### src/rtl/uart_pkg.sv
// Shared UART definitions: transmitter FSM states, baud divisor helper
// and the idle line level.
package uart_pkg;

  typedef enum logic [2:0] {
    IDLE,
    START,
    DATA,
    PARITY,
    STOP
  } uart_tx_state_t;

  localparam logic UART_IDLE_LEVEL = 1'b1;

  // Clock cycles per bit; truncating division, caller keeps the result >= 2.
  function automatic int uart_div(input int clk_freq, input int baud);
    return clk_freq / baud;
  endfunction

endpackage

### src/rtl/uart_sync_fifo.sv
// Generic single-clock FIFO. The head word is visible on dout while the
// FIFO is non-empty so a consumer can take it in the same cycle it pops.
// Push is ignored when full, pop is ignored when empty.
module uart_sync_fifo #(
  parameter int WIDTH = 8,
  parameter int DEPTH = 4
) (
  input  logic                     clk,
  input  logic                     rst,
  input  logic                     push,
  input  logic                     pop,
  input  logic [WIDTH-1:0]         din,
  output logic [WIDTH-1:0]         dout,
  output logic [$clog2(DEPTH):0]   level,
  output logic                     full,
  output logic                     empty
);

  localparam int PTR_W = $clog2(DEPTH);

  logic [WIDTH-1:0] r_mem [DEPTH];
  logic [PTR_W-1:0] r_wr_ptr;
  logic [PTR_W-1:0] r_rd_ptr;
  logic [PTR_W:0]   r_level;
  logic             w_push;
  logic             w_pop;

  assign full  = (r_level == (PTR_W+1)'(DEPTH));
  assign empty = (r_level == '0);
  assign level = r_level;
  assign dout  = r_mem[r_rd_ptr];

  assign w_push = push && !full;
  assign w_pop  = pop && !empty;

  // Storage write; left unreset because clearing the pointers discards the contents.
  always_ff @(posedge clk) begin
    if (w_push) begin
      r_mem[r_wr_ptr] <= din;
    end
  end

  // Pointer and occupancy bookkeeping; pointers wrap naturally at power-of-two depth.
  always_ff @(posedge clk) begin
    if (rst) begin
      r_wr_ptr <= '0;
      r_rd_ptr <= '0;
      r_level  <= '0;
    end else begin
      if (w_push) begin
        r_wr_ptr <= r_wr_ptr + 1'b1;
      end
      if (w_pop) begin
        r_rd_ptr <= r_rd_ptr + 1'b1;
      end
      if (w_push && !w_pop) begin
        r_level <= r_level + 1'b1;
      end else if (w_pop && !w_push) begin
        r_level <= r_level - 1'b1;
      end
    end
  end

endmodule

### src/rtl/uart_tx_fifo.sv
// FIFO-buffered UART transmitter: start bit, DATA_W data bits LSB first,
// optional parity bit, STOP_BITS stop bits, every bit DIV clocks long.
// Optional feature macro: UART_TX_PARITY_EN adds a parity bit (PARITY_ODD
// selects odd parity) between the data bits and the stop bits.
// The tx register is loaded from the current state, so the line trails the
// FSM by one cycle; tx_busy is registered the same way and tracks the line.
module uart_tx_fifo
  import uart_pkg::*;
#(
  parameter int CLK_FREQ   = 50000000,
  parameter int BAUD_RATE  = 9600,
  parameter int DATA_W     = 8,
  parameter int STOP_BITS  = 1,
  parameter int FIFO_DEPTH = 4
`ifdef UART_TX_PARITY_EN
  ,
  parameter bit PARITY_ODD = 1'b0
`endif
) (
  input  logic                          clk,
  input  logic                          rst,
  input  logic                          s_valid,
  input  logic [DATA_W-1:0]             s_data,
  output logic                          s_ready,
  output logic                          tx,
  output logic                          tx_busy,
  output logic [$clog2(FIFO_DEPTH):0]   fifo_level
);

  localparam int DIV    = uart_div(CLK_FREQ, BAUD_RATE);
  localparam int BAUD_W = $clog2(DIV);
  localparam int BIT_W  = $clog2(DATA_W);
  localparam int LVL_W  = $clog2(FIFO_DEPTH) + 1;

  uart_tx_state_t    r_state;
  logic [BAUD_W-1:0] r_baud;
  logic [BIT_W-1:0]  r_bit;
  logic [DATA_W-1:0] r_shift;
  logic              r_tx;
  logic              r_busy;

  logic              w_push;
  logic              w_pop;
  logic              w_full;
  logic              w_empty;
  logic [DATA_W-1:0] w_dout;
  logic [LVL_W-1:0]  w_level;
  logic              w_baud_end;
  logic              w_data_last;
  logic              w_stop_last;

  assign s_ready    = !w_full;
  assign w_push     = s_valid && !w_full;
  assign tx         = r_tx;
  assign tx_busy    = r_busy;
  assign fifo_level = w_level;

  assign w_baud_end  = (r_baud == BAUD_W'(DIV - 1));
  assign w_data_last = (r_bit == BIT_W'(DATA_W - 1));
  assign w_stop_last = (r_bit == BIT_W'(STOP_BITS - 1));

  // Pop when idle, or at the end of the last stop bit so frames run back to back.
  assign w_pop = !w_empty &&
                 ((r_state == IDLE) || ((r_state == STOP) && w_baud_end && w_stop_last));

  uart_sync_fifo #(
    .WIDTH (DATA_W),
    .DEPTH (FIFO_DEPTH)
  ) u_fifo (
    .clk   (clk),
    .rst   (rst),
    .push  (w_push),
    .pop   (w_pop),
    .din   (s_data),
    .dout  (w_dout),
    .level (w_level),
    .full  (w_full),
    .empty (w_empty)
  );

`ifdef UART_TX_PARITY_EN
  logic r_par;

  // Parity of the word captured as it leaves the FIFO.
  always_ff @(posedge clk) begin
    if (rst) begin
      r_par <= 1'b0;
    end else if (w_pop) begin
      r_par <= (^w_dout) ^ PARITY_ODD;
    end
  end
`endif

  // Frame sequencer: baud counter, bit counter, shifter and the tx/busy registers.
  always_ff @(posedge clk) begin
    if (rst) begin
      r_state <= IDLE;
      r_baud  <= '0;
      r_bit   <= '0;
      r_shift <= '0;
      r_tx    <= UART_IDLE_LEVEL;
      r_busy  <= 1'b0;
    end else begin
      r_busy <= (r_state != IDLE) || (w_level != '0);
      r_baud <= ((r_state == IDLE) || w_baud_end) ? '0 : r_baud + 1'b1;
      case (r_state)
        IDLE: begin
          r_tx  <= UART_IDLE_LEVEL;
          r_bit <= '0;
          if (w_pop) begin
            r_shift <= w_dout;
            r_state <= START;
          end
        end
        START: begin
          r_tx <= 1'b0;
          if (w_baud_end) begin
            r_state <= DATA;
          end
        end
        DATA: begin
          r_tx <= r_shift[0];
          if (w_baud_end) begin
            r_shift <= r_shift >> 1;
            if (w_data_last) begin
              r_bit <= '0;
`ifdef UART_TX_PARITY_EN
              r_state <= PARITY;
`else
              r_state <= STOP;
`endif
            end else begin
              r_bit <= r_bit + 1'b1;
            end
          end
        end
`ifdef UART_TX_PARITY_EN
        PARITY: begin
          r_tx <= r_par;
          if (w_baud_end) begin
            r_state <= STOP;
          end
        end
`endif
        STOP: begin
          r_tx <= UART_IDLE_LEVEL;
          if (w_baud_end) begin
            if (w_stop_last) begin
              r_bit <= '0;
              if (w_pop) begin
                r_shift <= w_dout;
                r_state <= START;
              end else begin
                r_state <= IDLE;
              end
            end else begin
              r_bit <= r_bit + 1'b1;
            end
          end
        end
        default: begin
          r_state <= IDLE;
        end
      endcase
    end
  end

endmodule
### config.mk
export PLATFORM = sky130hd
export DESIGN_NAME = uart_tx_fifo
export DESIGN_NICKNAME = d
export VERILOG_FILES = /design/src/rtl/uart_pkg.sv /design/src/rtl/uart_sync_fifo.sv /design/src/rtl/uart_tx_fifo.sv
export SDC_FILE = /design/constraint.sdc
export NUM_CORES = 1
export LEC_CHECK = 0
export ABC_CLOCK_PERIOD_IN_PS = 3800
export CORE_MARGIN = 5
export CORE_UTILIZATION = 51
export DETAILED_ROUTE_END_ITERATION = 16
export GPL_ROUTABILITY_DRIVEN = 0
export HOLD_SLACK_MARGIN = 0.1
export PLACE_DENSITY = 0.68
export SLEW_MARGIN = 20
export SYNTH_ARGS = -nofsm -noshare
export SYNTH_HDL_FRONTEND = slang
export SYNTH_HIERARCHICAL = 1
export SYNTH_SLANG_ARGS = --single-unit
### constraint.sdc
create_clock -name clk -period 3.8 [get_ports clk]
set_input_delay 0.95 -clock clk [delete_from_list [all_inputs] [get_ports clk]]
set_output_delay 0.95 -clock clk [all_outputs]
set_load 0.02 [all_outputs]
### After elaboration in Yosys (flattened, before gate mapping)

Memory sizes are Yosys's and may differ from the RTL's. A register that Yosys moved wholly into a read port is not among the register bits.
Cells that the tools add are included.

* add/sub/neg operators: 6
* equality and inequality tests: 12
* reduce and logical (&&, ||, !) cells: 28
* mux-type cells: 25

Operators by type and width (number)
* $mux W3: 12
* $mux W8: 4
* $pmux W8 S3: 1
* $add A13 B1 Y13 const B: 1
* $eq A13 B13 Y1 const B: 1
* $pmux W3 S4: 1
* $reduce_bool A3 Y1: 4
* $ne A2 B2 Y1 const B: 5
* $eq A3 B3 Y1 const B: 3
* $logic_not A3 Y1: 3
* $pmux W3 S3: 1
* $logic_and A1 B1 Y1: 8
* $add A3 B1 Y3 const B: 2
* $reduce_and A6 Y1: 1
* $add A2 B1 Y2 const B: 2
* $logic_not A1 Y1: 4
* $mux W2: 2
* $reduce_and A4 Y1: 1
* $reduce_or A2 Y1: 2
* $eq A3 B1 Y1 const B: 1
* $eq A3 B2 Y1 const B: 1
* $logic_or A1 B1 Y1: 3
* $mux W1: 3
* $pmux W1 S3: 1
* other kinds (4): 4

* register bits after elaboration: 36
* memories kept: 1
* RAM bits: 32

Memories
* u_fifo.r_mem: depth 4, bits a word 8, rd ports 1, clocked after Yosys merged registers in 1, wr ports 1, RTL line uart_sync_fifo.sv:21 `logic [WIDTH-1:0] r_mem [DEPTH];`

### Logic depth before layout (Yosys ltp)

Gate-level depths: netlist (run 1).

* depth after elaboration: 9
* mapped depth: 13
* gate-level depth less buffers: 12

### By module

Netlist (run 1), hierarchy kept.

By module, submodules not included
* uart_sync_fifo: area each 1620.3 µm², instances 1, cells an instance 90
* uart_tx_fifo: area each 1515.2 µm², instances 1, cells an instance 166

### Least setup slack after synthesis (run 1)

Ideal clock, no wire load.

* kind: reg-to-reg
* start point: reg r_baud[0]
* end point: reg u_fifo.r_level[2], in the netlist u_fifo/level[2]
* period minus slack after synthesis: 2.709 ns
* stages on the path, launching flop included: 14
* path buffers: 1
* required time: 3.730 ns
* path slack: 1.091 ns
* data arrival time: 2.639 ns
* path through: dfxtp_1 > ha_1 > and4b_1 > and3_1 > buf_2 > a31oi_1 > nor3_1 > o31ai_2 > ha_1 > inv_1 > fa_1 > xor2_1 > or3_1 > a21oi_1

* cells in the longest elaborated chain, start to end: 9
* elaborated cells between the ends (all ways): 11

Ends and longest elaborated chain
* from (decl): RTL line uart_tx_fifo.sv:36 `logic [BAUD_W-1:0] r_baud;`
* from (signal assigned): RTL line uart_tx_fifo.sv:105 `r_baud <= ((r_state == IDLE) || w_baud_end) ? '0 : r_baud + 1'b1;`
* $eq A13 B13 Y1 (*): RTL line uart_tx_fifo.sv:58 `assign w_baud_end = (r_baud == BAUD_W'(DIV - 1));`
* $logic_and A1 B1 Y1 (*) (2 in a row): RTL line uart_tx_fifo.sv:64 `((r_state == IDLE) || ((r_state == STOP) && w_baud_end && w_stop_last));`
* $logic_or A1 B1 Y1 (*): RTL line uart_tx_fifo.sv:64
* $logic_and A1 B1 Y1 (*): RTL line uart_tx_fifo.sv:63 `assign w_pop = !w_empty &&`
* net w_pop: RTL line uart_tx_fifo.sv:43 `logic w_pop;`
* $logic_and A1 B1 Y1 (*): RTL line uart_sync_fifo.sv:34 `assign w_pop = pop && !empty;`
* $logic_not A1 Y1: RTL line uart_sync_fifo.sv:56 `if (w_push && !w_pop) begin`
* $logic_and A1 B1 Y1: RTL line uart_sync_fifo.sv:56
* $mux W3 / $reduce_bool A2 Y1 (equally long branches)
* to (signal assigned): RTL line uart_sync_fifo.sv:57 `r_level <= r_level + 1'b1;`
* to (signal assigned): RTL line uart_sync_fifo.sv:59 `r_level <= r_level - 1'b1;`
* to (decl): RTL line uart_sync_fifo.sv:24 `logic [PTR_W:0] r_level;`

Mark *: on every way through the listed nets, which the timed path passes. The rest lies on a longest branch.
A chain may end at the register's enable or synchronous reset.

### Worst setup path in the final report (run 1)

Same ends and word-level chain as after synthesis.

==> flow_summary.json, run 1 <==
{
  "worstMarginPinSlew_ps": 663,
  "worstSkewPairLatency_ps": 340,
  "p_clk_share_pct": 27.6,
  "slowest_stage": "fa_1",
  "grt_overflow": 0,
  "period_needed_ps": 2880,
  "drt_first_iter_violations": 117,
  "synth.lib_cells_used.distinct": 47,
  "maxCapViolCount": 0,
  "post_route_cells_drive_above_1_share_pct": 12.3,
  "die_w_um": 88.4,
  "share_comb_of_total_power_pct": 26.0,
  "cts_tree": "yes",
  "post-cts-setup-buffer-count": 0,
  "timing.critical_path.from_type": "flop",
  "synth-main-ff-cell": "dfxtp_1",
  "pin_count_of_the_biggest_net_entering_global_routing": 19,
  "dp_slack_ps": 690,
  "r2r_end": "u_fifo/level[2]$_SDFFE_PP0P_",
  "numPortBuffers": 16,
  "drt.antenna.violating_nets": 0,
  "postLayoutCellArea_um2": 3530,
  "critical_path_class": "flop to flop",
  "p_sw_w": 0.000724,
  "cts_buffer_depth": 2,
  "layout.cells.most_common": "dfxtp_1",
  "design.die.area_um2": 7820,
  "finalHoldWorstSlack_ps": 442,
  "cts_repair_resize_count": 0,
  "fraction_of_the_mapped_netlist_area_in_compound_gates_pct": 9.38,
  "detailedRoute.firstPassIterationCount": 4,
  "cpPeakStageDelay_ps": 370,
  "postPlaceCellArea_um2": 3330,
  "post_synth_mux_area_share_pct": 8.62,
  "grt.total_usage_pct": 14.9,
  "max-vdd-ir-drop_uv": 344,
  "area_growth_from_synthesis_to_final_layout_pct": 12.7,
  "yosys.area_share.xor_xnor_pct": 4.19,
  "power-per-cell-area_nw_per_um2": 634,
  "final_nets": 293,
  "holdPathStages": 1,
  "fin_skew_ps": 8.23,
  "crit_required_ps": 4080,
  "clockRootBuffer": "clkbuf_8",
  "hold_path.class": "flop to flop",
  "timing.final.setup_violations": 0,
  "synth-edff-count": 32,
  "drt_drc_violations_left": 0,
  "synth_simple_gate_area_share_pct": 15.1,
  "chipHeight_um": 88.4,
  "synthesis.area_per_instance_um2": 12.2,
  "internal_power_w": 0.00152,
  "synthAdderAreaFrac_pct": 4.23,
  "synth-seq-area-share_pct": 54.9,
  "std_cell_rows": 28,
  "critPathArrivalTime_ps": 3170,
  "power.share.sequential_pct": 46.4,
  "number_of_global_route_vias_before_repair": 1838,
  "path_clk_slew_ps": 80,
  "power_switching_share_pct": 32.3,
  "timing.critical_path.fanout_max": 8,
  "synth-async-reset-ratio_pct": 0,
  "htreeDepth": 3,
  "routed_wl_um": 5210,
  "synth.cell_area_um2": 3140,
  "path_cells": "ha_1 > and4b_1 > and3_1 > a31oi_1 > nor3_1 > o31ai_2 > ha_1 > inv_1 > fa_1 > xor2_1 > or3_1 > a21oi_1",
  "hpwlAfterDp_um": 3460,
  "timing.final.crit_share_pct": 75.8,
  "cts-buffers-inserted": 9,
  "n_antenna_cell": 0,
  "ys_ff_latch": 70,
  "synth_fp_nets": 277,
  "setup.reg_to_reg.worst_slack_ps": 920,
  "vias_per_cell": 5.39,
  "grt_antenna_before_repair": 0,
  "r2r-start": "r_baud[0]$_SDFF_PP0_",
  "cts.sink_count": 70,
  "hold_buffers": 0,
  "grt_first_pass_wirelength_um": 8850,
  "slew_headroom_pct": 55.7,
  "rsz_0062_raised_after_global_routing": "no",
  "outcome": "complete, no violations",
  "max_clock_freq_ghz": 0.347,
  "hold-path-endpoint": "r_baud[0]$_SDFF_PP0_",
  "initial_core_util_pct": 52.6,
  "tns_ps": 0,
  "post_synth_inst_count": 256,
  "critical_path.endpoint_type": "flop",
  "timing.final.hold_violations": 0,
  "leakagePower_nw": 1.21,
  "synth_top_family_by_area": "simple AND/OR/NAND/NOR gates",
  "vias": 1896,
  "layout.cells.most_common_list": "dfxtp_1 (38), edfxtp_1 (32), nor2_1 (20), clkdlybuf4s50_1 (16)",
  "ff2ff_path_depth": 12,
  "timing.final.max_slew_violations": 0,
  "synth-warning-count": 6,
  "top_level_ports": 17,
  "hp-start": "r_baud[0]$_SDFF_PP0_",
  "wire_per_inst_um": 14.8,
  "cpMostUsedCell": "ha_1",
  "layout_setup_ws_ps": 918,
  "floorplan.core_area_um2": 5960
}
## flip-flops by register name (all words and copies together) (netlist names), named ones only
| signal | count |
|---|---|
| u_fifo/r_wr_ptr | 2 |
| tx_busy | 1 |
| r_shift | 8 |
| u_fifo/r_mem | 32 |
| r_baud | 13 |
| r_state | 3 |
| u_fifo/level | 3 |
| u_fifo/r_rd_ptr | 2 |
| r_bit | 3 |
| tx | 1 |
## worst max-delay path, delay by kind of cell, from the launching register on
| family | cells | cell delay, ps |
|---|---|---|
| simple gates | 4 | 910 |
| fa+ha+maj | 3 | 870 |
| compound gates | 3 | 500 |
| flops | 1 | 320 |
| xor+xnor | 1 | 150 |
| buf+inv | 1 | 60 |
## cell usage after synthesis, types with 5 or more instances
library cell / number / area share, %
o21ai_1: 8 / 1.3
edfxtp_1: 32 / 31
o41ai_1: 7 / 2.0
inv_1: 10 / 1.2
nand2_1: 5 / 0.60
nand3_1: 6 / 0.96
clkbuf_1: 7 / 0.84
ha_1: 9 / 3.6
nor2b_1: 10 / 2.0
dfxtp_1: 38 / 24
nand2b_1: 6 / 1.2
nor3_1: 6 / 0.96
a21oi_1: 9 / 1.4
xor2_1: 10 / 2.8
xnor2_1: 5 / 1.4
mux2i_1: 9 / 2.9
mux4_2: 8 / 5.7
nor2_1: 20 / 2.4
## worst max path at each step
| stage | from | endpoint | slack (ps) | cells past startpoint |
|---|---|---|---|---|
| 6_report | r_baud[0]$_SDFF_PP0_ | u_fifo/level[2]$_SDFFE_PP0P_ | 920 | 12 |
| 5_1_grt | r_baud[0]$_SDFF_PP0_ | u_fifo/level[2]$_SDFFE_PP0P_ | 810 | 12 |
| 4_1_cts | r_baud[0]$_SDFF_PP0_ | u_fifo/level[2]$_SDFFE_PP0P_ | 910 | 12 |
| 3_5_place_dp | s_valid | u_fifo/level[2]$_SDFFE_PP0P_ | 690 | 10 |
| 3_3_place_gp | s_valid | u_fifo/level[2]$_SDFFE_PP0P_ | 730 | 10 |
| 2_1_floorplan | r_baud[0]$_SDFF_PP0_ | u_fifo/level[2]$_SDFFE_PP0P_ | 1090 | 13 |
## stage by stage
stage          power (W)  utilization [%]  instances
2_1_floorplan    0.00150                -        256
3_3_place_gp     0.00163             55.9        336
3_5_place_dp     0.00164             55.9        336
4_1_cts          0.00226             59.3        352
5_1_grt          0.00238             59.3        352
6_report         0.00224             59.3        352
## logic make-up (layout without fill, tap and decap cells)
kind of cell / Yosys count / after routing
xor+xnor: 15 / 15
compound gates: 41 / 41
buf+inv: 23 / 44
simple gates: 80 / 80
flops: 70 / 70
mux: 17 / 17
fa+ha+maj: 10 / 10
## metal layers
metal | up-vias | GRT usage, % | share of wire [%]
li1 | 977 | - | -
met5 | - | 0 | 0
met2 | 28 | 22.2 | 45
met1 | 882 | 20.6 | 50
met3 | 9 | 3.17 | 3.2
met4 | 0 | 7.42 | 1.7
## power groups by stage
stage	Sequential [W]	Clock, W	Combinational [W]
final	0.00104	0.000618	0.000583
after global routing	0.00106	0.000665	0.000648
after CTS	0.00104	0.000629	0.000588
after detailed placement	0.00106	0	0.000583
after floorplan	0.00102	0	0.000477
after global placement	0.00105	0	0.000573
## area by class of cell
type / instances / area [µm²]
fillers: 490 / 2420
flip-flops and latches: 70 / 1720
multi-input cells: 163 / 1300
repair buffers: 18 / 175
clock buffers: 9 / 124
well taps: 75 / 93.8
clock inverters: 7 / 80.1
inverters: 10 / 37.5
Power figures use the tool's default switching activity.
==> run 2, diff against run 1 <==
--- a/config.mk
+++ b/config.mk
@@ -5,7 +5,7 @@
 export SDC_FILE = /design/constraint.sdc
 export NUM_CORES = 1
 export LEC_CHECK = 0
-export ABC_CLOCK_PERIOD_IN_PS = 3800
+export ABC_CLOCK_PERIOD_IN_PS = 2700
 export CORE_MARGIN = 5
 export CORE_UTILIZATION = 51
 export DETAILED_ROUTE_END_ITERATION = 16
==> constraint.sdc (replaced) <==
create_clock -name clk -period 2.7 [get_ports clk]
set_input_delay 0.675 -clock clk [delete_from_list [all_inputs] [get_ports clk]]
set_output_delay 0.675 -clock clk [all_outputs]
set_load 0.02 [all_outputs]
==> flow_summary.json, run 2 (synthesized netlist as in run 1, its figures left out) <==
{
  "chipHeight_um": 88.4,
  "grt_first_pass_wirelength_um": 9220,
  "power-per-cell-area_nw_per_um2": 879,
  "timing.final.max_slew_violations": 0,
  "clockRootBuffer": "clkbuf_8",
  "design.die.area_um2": 7820,
  "slew_headroom_pct": 57.8,
  "post_route_cells_drive_above_1_share_pct": 17.9,
  "path_clk_slew_ps": 70,
  "htreeDepth": 3,
  "timing.final.hold_violations": 0,
  "vias": 2010,
  "max-vdd-ir-drop_uv": 449,
  "met1_routed_wirelength_after_detailed_routing_um": 2430,
  "critPathArrivalTime_ps": 2860,
  "worstMarginPinSlew_ps": 628,
  "top_level_ports": 17,
  "hold_buffers": 0,
  "max_flop_register": "u_fifo/r_mem",
  "drt.antenna.violating_nets": 0,
  "drt_first_iter_violations": 86,
  "grt.total_usage_pct": 15.6,
  "critical_path_class": "flop to flop",
  "number_of_flip_flops_in_the_largest_register": 32,
  "grt_antenna_before_repair": 0,
  "final_nets": 306,
  "fin_skew_ps": 8.12,
  "worstSkewPairLatency_ps": 340,
  "timing.critical_path.from_type": "flop",
  "layout.cells.most_common_list": "dfxtp_1 (37), edfxtp_1 (32), nor2_1 (20), clkdlybuf4s50_1 (16), buf_4 (15)",
  "timing.critical_path.fanout_max": 3,
  "detailedRoute.firstPassIterationCount": 4,
  "initial_core_util_pct": 52.6,
  "total_power_w": 0.00323,
  "placedCellCount": 346,
  "routed-wl-met3_um": 176,
  "floorplan.core_area_um2": 5960,
  "cts_buffer_depth": 2,
  "period_needed_ps": 2580,
  "maxCapViolCount": 0,
  "cts.sink_count": 70,
  "layout.cells.most_common": "dfxtp_1",
  "leakagePower_nw": 1.28,
  "grt_overflow": 0,
  "outcome": "complete, no violations",
  "std_cell_rows": 28,
  "met2WireLength_um": 2790,
  "routed_wl_um": 5470,
  "cts_tree": "yes",
  "critical_path.endpoint_type": "flop",
  "crit_required_ps": 2980,
  "rsz_0062_raised_after_global_routing": "no",
  "pin_count_of_the_biggest_net_entering_global_routing": 17,
  "die_w_um": 88.4,
  "numPortBuffers": 16,
  "wire_per_inst_um": 15.0,
  "postPlaceCellArea_um2": 3410,
  "hold_path.class": "flop to flop",
  "number_of_global_route_vias_before_repair": 1962,
  "timing.final.setup_violations": 0,
  "n_antenna_cell": 0,
  "timing.final.crit_share_pct": 95.6,
  "reg.largest.list": "u_fifo/r_mem: 32 flops, r_baud: 13 flops, r_shift: 8 flops",
  "route.top_layer_used": "met4",
  "fin_cells": 365,
  "vias_per_cell": 5.51,
  "postLayoutCellArea_um2": 3670,
  "max_clock_freq_ghz": 0.387,
  "area_growth_from_synthesis_to_final_layout_pct": 17.1,
  "hpwlAfterDp_um": 3680,
  "cts-buffers-inserted": 9,
  "drt_drc_violations_left": 0
}
==> run 2: layer usage <==
| metal | GRT usage [%] | vias to the layer above |
|---|---|---|
| met2 | 25.8 | 25 |
| met5 | 0 | - |
| met1 | 18.8 | 978 |
| li1 | - | 1000 |
| met4 | 6.18 | 0 |
| met3 | 5.21 | 7 |
==> run 2: critical path, stage by stage (launching register included) <==
cell	delay (ps)
dfxtp_2	330
ha_1	200
and4b_1	220
and3_4	200
a31oi_4	200
nor3_4	70
o31ai_4	100
ha_2	240
inv_1	50
fa_2	330
xor2_1	150
or3_1	300
a21oi_1	140
==> run 2: path summary, 6_finish.rpt <==
check	from	end	depth (start not counted)	slack (ps)
max	r_baud[0]$_SDFF_PP0_	u_fifo/level[2]$_SDFFE_PP0P_	12	120
min	r_baud[0]$_SDFF_PP0_	r_baud[0]$_SDFF_PP0_	1	410
max reg2reg	r_baud[0]$_SDFF_PP0_	u_fifo/level[2]$_SDFFE_PP0P_	12	120
min reg2reg	r_baud[0]$_SDFF_PP0_	r_baud[0]$_SDFF_PP0_	1	410
==> run 2: timing repair <==
item / CTS / global route
endpoints found under the setup margin: 0 / 2
setup buffers: 0 / 3
resized for setup: 0 / 8
==> run 2: through the flow <==
| step | hold slack [ps] | util, % | setup TNS [ps] | setup WS (ps) |
|---|---|---|---|---|
| 5_1_grt | 426 | 61.6 | 0 | 3.87 |
| 4_1_cts | 445 | 60.5 | 0 | 9.78 |
| 6_report | 413 | 61.6 | 0 | 118 |
| 3_5_place_dp | 434 | 57.2 | -31.1 | -31.1 |
| 3_3_place_gp | 422 | 57.2 | 0 | 27.2 |
| 2_1_floorplan | 412 | - | 0 | 21.5 |
==> run 2: cell type report <==
type / count / area (µm²)
clock buffers: 10 / 128
clock inverters: 6 / 70.1
fillers: 494 / 2280
inverters: 10 / 37.5
multi-input cells: 163 / 1350
flip-flops and latches: 70 / 1720
well taps: 75 / 93.8
repair buffers: 31 / 273
==> run 2: where the power goes <==
group	internal, W	switching [W]
Clock	0.000435	0.000400
Combinational	0.000466	0.000493
Sequential	0.00130	0.000136
==> run 3, diff against run 2 <==
--- a/config.mk
+++ b/config.mk
@@ -6,11 +6,11 @@
 export NUM_CORES = 1
 export LEC_CHECK = 0
 export ABC_CLOCK_PERIOD_IN_PS = 2700
-export CORE_MARGIN = 5
+export CORE_MARGIN = 1.5
 export CORE_UTILIZATION = 51
 export DETAILED_ROUTE_END_ITERATION = 16
 export GPL_ROUTABILITY_DRIVEN = 0
-export HOLD_SLACK_MARGIN = 0.1
+export HOLD_SLACK_MARGIN = 0.15
 export PLACE_DENSITY = 0.68
 export SLEW_MARGIN = 20
 export SYNTH_ARGS = -nofsm -noshare
==> flow_summary.json, run 3 (synthesized netlist as in run 1, its figures left out) <==
{
  "post_route_cells_drive_above_1_share_pct": 17.8,
  "layout.area.seq_um2": 1720,
  "p_sw_w": 0.00101,
  "clockRootBuffer": "clkbuf_8",
  "drt_drc_violations_left": 0,
  "worstSkewPairLatency_ps": 340,
  "path_cells": "ha_2 > and4b_1 > and3_4 > a31oi_4 > nor3_4 > o31ai_4 > ha_2 > inv_1 > fa_2 > xor2_1 > or3_1 > a21oi_2",
  "chipHeight_um": 81.4,
  "slew_headroom_pct": 61.7,
  "crit_required_ps": 2970,
  "hold_buffers": 0,
  "floorplan.core_area_um2": 5920,
  "cpMostUsedCell": "ha_2",
  "cts_tree": "yes",
  "cts-buffers-inserted": 9,
  "critPathTopFamily": "simple AND/OR/NAND/NOR gates",
  "outcome": "complete, no violations",
  "timing.critical_path.fanout_max": 3,
  "critPathArrivalTime_ps": 2860,
  "layout.cells.most_common": "dfxtp_1",
  "vias_per_cell": 5.45,
  "critical_path.endpoint_type": "flop",
  "setup.reg_to_reg.worst_slack_ps": 110,
  "wire_per_inst_um": 14.4,
  "number_of_flip_flops_in_the_largest_register": 32,
  "maxCapViolCount": 0,
  "max-vdd-ir-drop_uv": 605,
  "critical_path_class": "flop to flop",
  "p_clk_share_pct": 23.4,
  "cts.sink_count": 70,
  "fin_skew_ps": 11.8,
  "crit_buf_inv": 1,
  "final_core_utilization_pct": 61.3,
  "filler_cell_count": 465,
  "timing.final.crit_share_pct": 95.9,
  "rsz_0062_raised_after_global_routing": "no",
  "finalHoldWorstSlack_ps": 415,
  "total_power_w": 0.00311,
  "top_level_ports": 17,
  "layout.cells.most_common_list": "dfxtp_1 (37), edfxtp_1 (32), nor2_1 (20), clkdlybuf4s50_1 (16), buf_4 (12)",
  "worstMarginPinSlew_ps": 575,
  "reg.largest.list": "u_fifo/r_mem: 32 flops, r_baud: 13 flops, r_shift: 8 flops",
  "max_flop_register": "u_fifo/r_mem",
  "cts_buffer_depth": 2,
  "numPortBuffers": 16,
  "power-per-cell-area_nw_per_um2": 857,
  "path_clk_slew_ps": 70,
  "pin_count_of_the_biggest_net_entering_global_routing": 18,
  "internal_power_w": 0.00210,
  "area_of_the_multi_input_gates_um2": 1350,
  "std_cell_rows": 28,
  "period_needed_ps": 2590,
  "n_antenna_cell": 0,
  "postLayoutCellArea_um2": 3630,
  "timing.critical_path.from_type": "flop",
  "number_of_global_route_vias_before_repair": 1777,
  "grt_overflow": 0,
  "timing.final.setup_violations": 0,
  "grt.total_usage_pct": 17.3,
  "routed_wl_um": 5200,
  "max_clock_freq_ghz": 0.386,
  "die_w_um": 81.4,
  "final_nets": 303,
  "hold_path.class": "flop to flop",
  "slowest_stage": "or3_1",
  "area_growth_from_synthesis_to_final_layout_pct": 15.8,
  "drt.antenna.violating_nets": 0,
  "power_switching_share_pct": 32.6,
  "drt_first_iter_violations": 76,
  "grt_antenna_before_repair": 0,
  "htreeDepth": 3,
  "initial_core_util_pct": 53.0,
  "leakagePower_nw": 1.24,
  "timing.final.hold_violations": 0,
  "share_comb_of_total_power_pct": 29.9,
  "cpPeakStageDelay_ps": 390,
  "vias": 1972,
  "power.share.sequential_pct": 46.7,
  "hpwlAfterDp_um": 3460,
  "design.die.area_um2": 6630,
  "grt_first_pass_wirelength_um": 8410,
  "timing.final.max_slew_violations": 0,
  "detailedRoute.firstPassIterationCount": 4,
  "postPlaceCellArea_um2": 3380
}
## run 3: changes by cell type in the layout (fill, tap and decap cells not counted), sizes merged
cell / delta
bufinv: -1
buf: -3
inv: -1
clkinvlp: +2
## run 3: final cells by class
cell class              count  share of cell area, %
clock inverters             6                   1.27
multi-input cells         163                   37.3
inverters                  10                   1.03
repair buffers             28                   6.89
well taps                  75                   2.58
flip-flops and latches     70                   47.4
clock buffers              10                   3.51
## run 3: power by group through the flow
stage          logic, W  registers (W)  clock network (W)
5_1_grt         0.00102        0.00148           0.000797
4_1_cts        0.000872        0.00145           0.000755
6_report       0.000930        0.00145           0.000728
3_5_place_dp   0.000869        0.00147                  0
3_3_place_gp   0.000855        0.00146                  0
2_1_floorplan  0.000677        0.00144                  0
## run 3: routing by layer
layer  GRT usage (%)  vias up  wire [µm]
met5               0        -          0
met4            5.69        0         29
met1            21.7      938       2440
met3            6.44        2        213
li1                -      999          -
met2            27.6       33       2510
## run 3: through the flow
stage / cells / setup TNS [ps] / setup slack, ps
floorplan: 256 / 0 / 21.5
global placement: 343 / 0 / 26.8
detailed placement: 343 / -17.6 / -17.6
CTS: 359 / 0 / 25.9
global route: 362 / 0 / 6.29
finish: 362 / 0 / 110
## run 3: timing repair
item	CTS	global route
setup endpoints to repair	0	1
resized for setup	0	10
setup buffers	0	3
## run 3: worst paths after layout
kind,from,cells past startpoint,end
setup reg to reg,r_baud[0]$_SDFF_PP0_,12,u_fifo/level[2]$_SDFFE_PP0P_
hold reg to reg,r_baud[0]$_SDFF_PP0_,1,r_baud[0]$_SDFF_PP0_
setup / recovery,r_baud[0]$_SDFF_PP0_,12,u_fifo/level[2]$_SDFFE_PP0P_
hold / removal,r_baud[0]$_SDFF_PP0_,1,r_baud[0]$_SDFF_PP0_
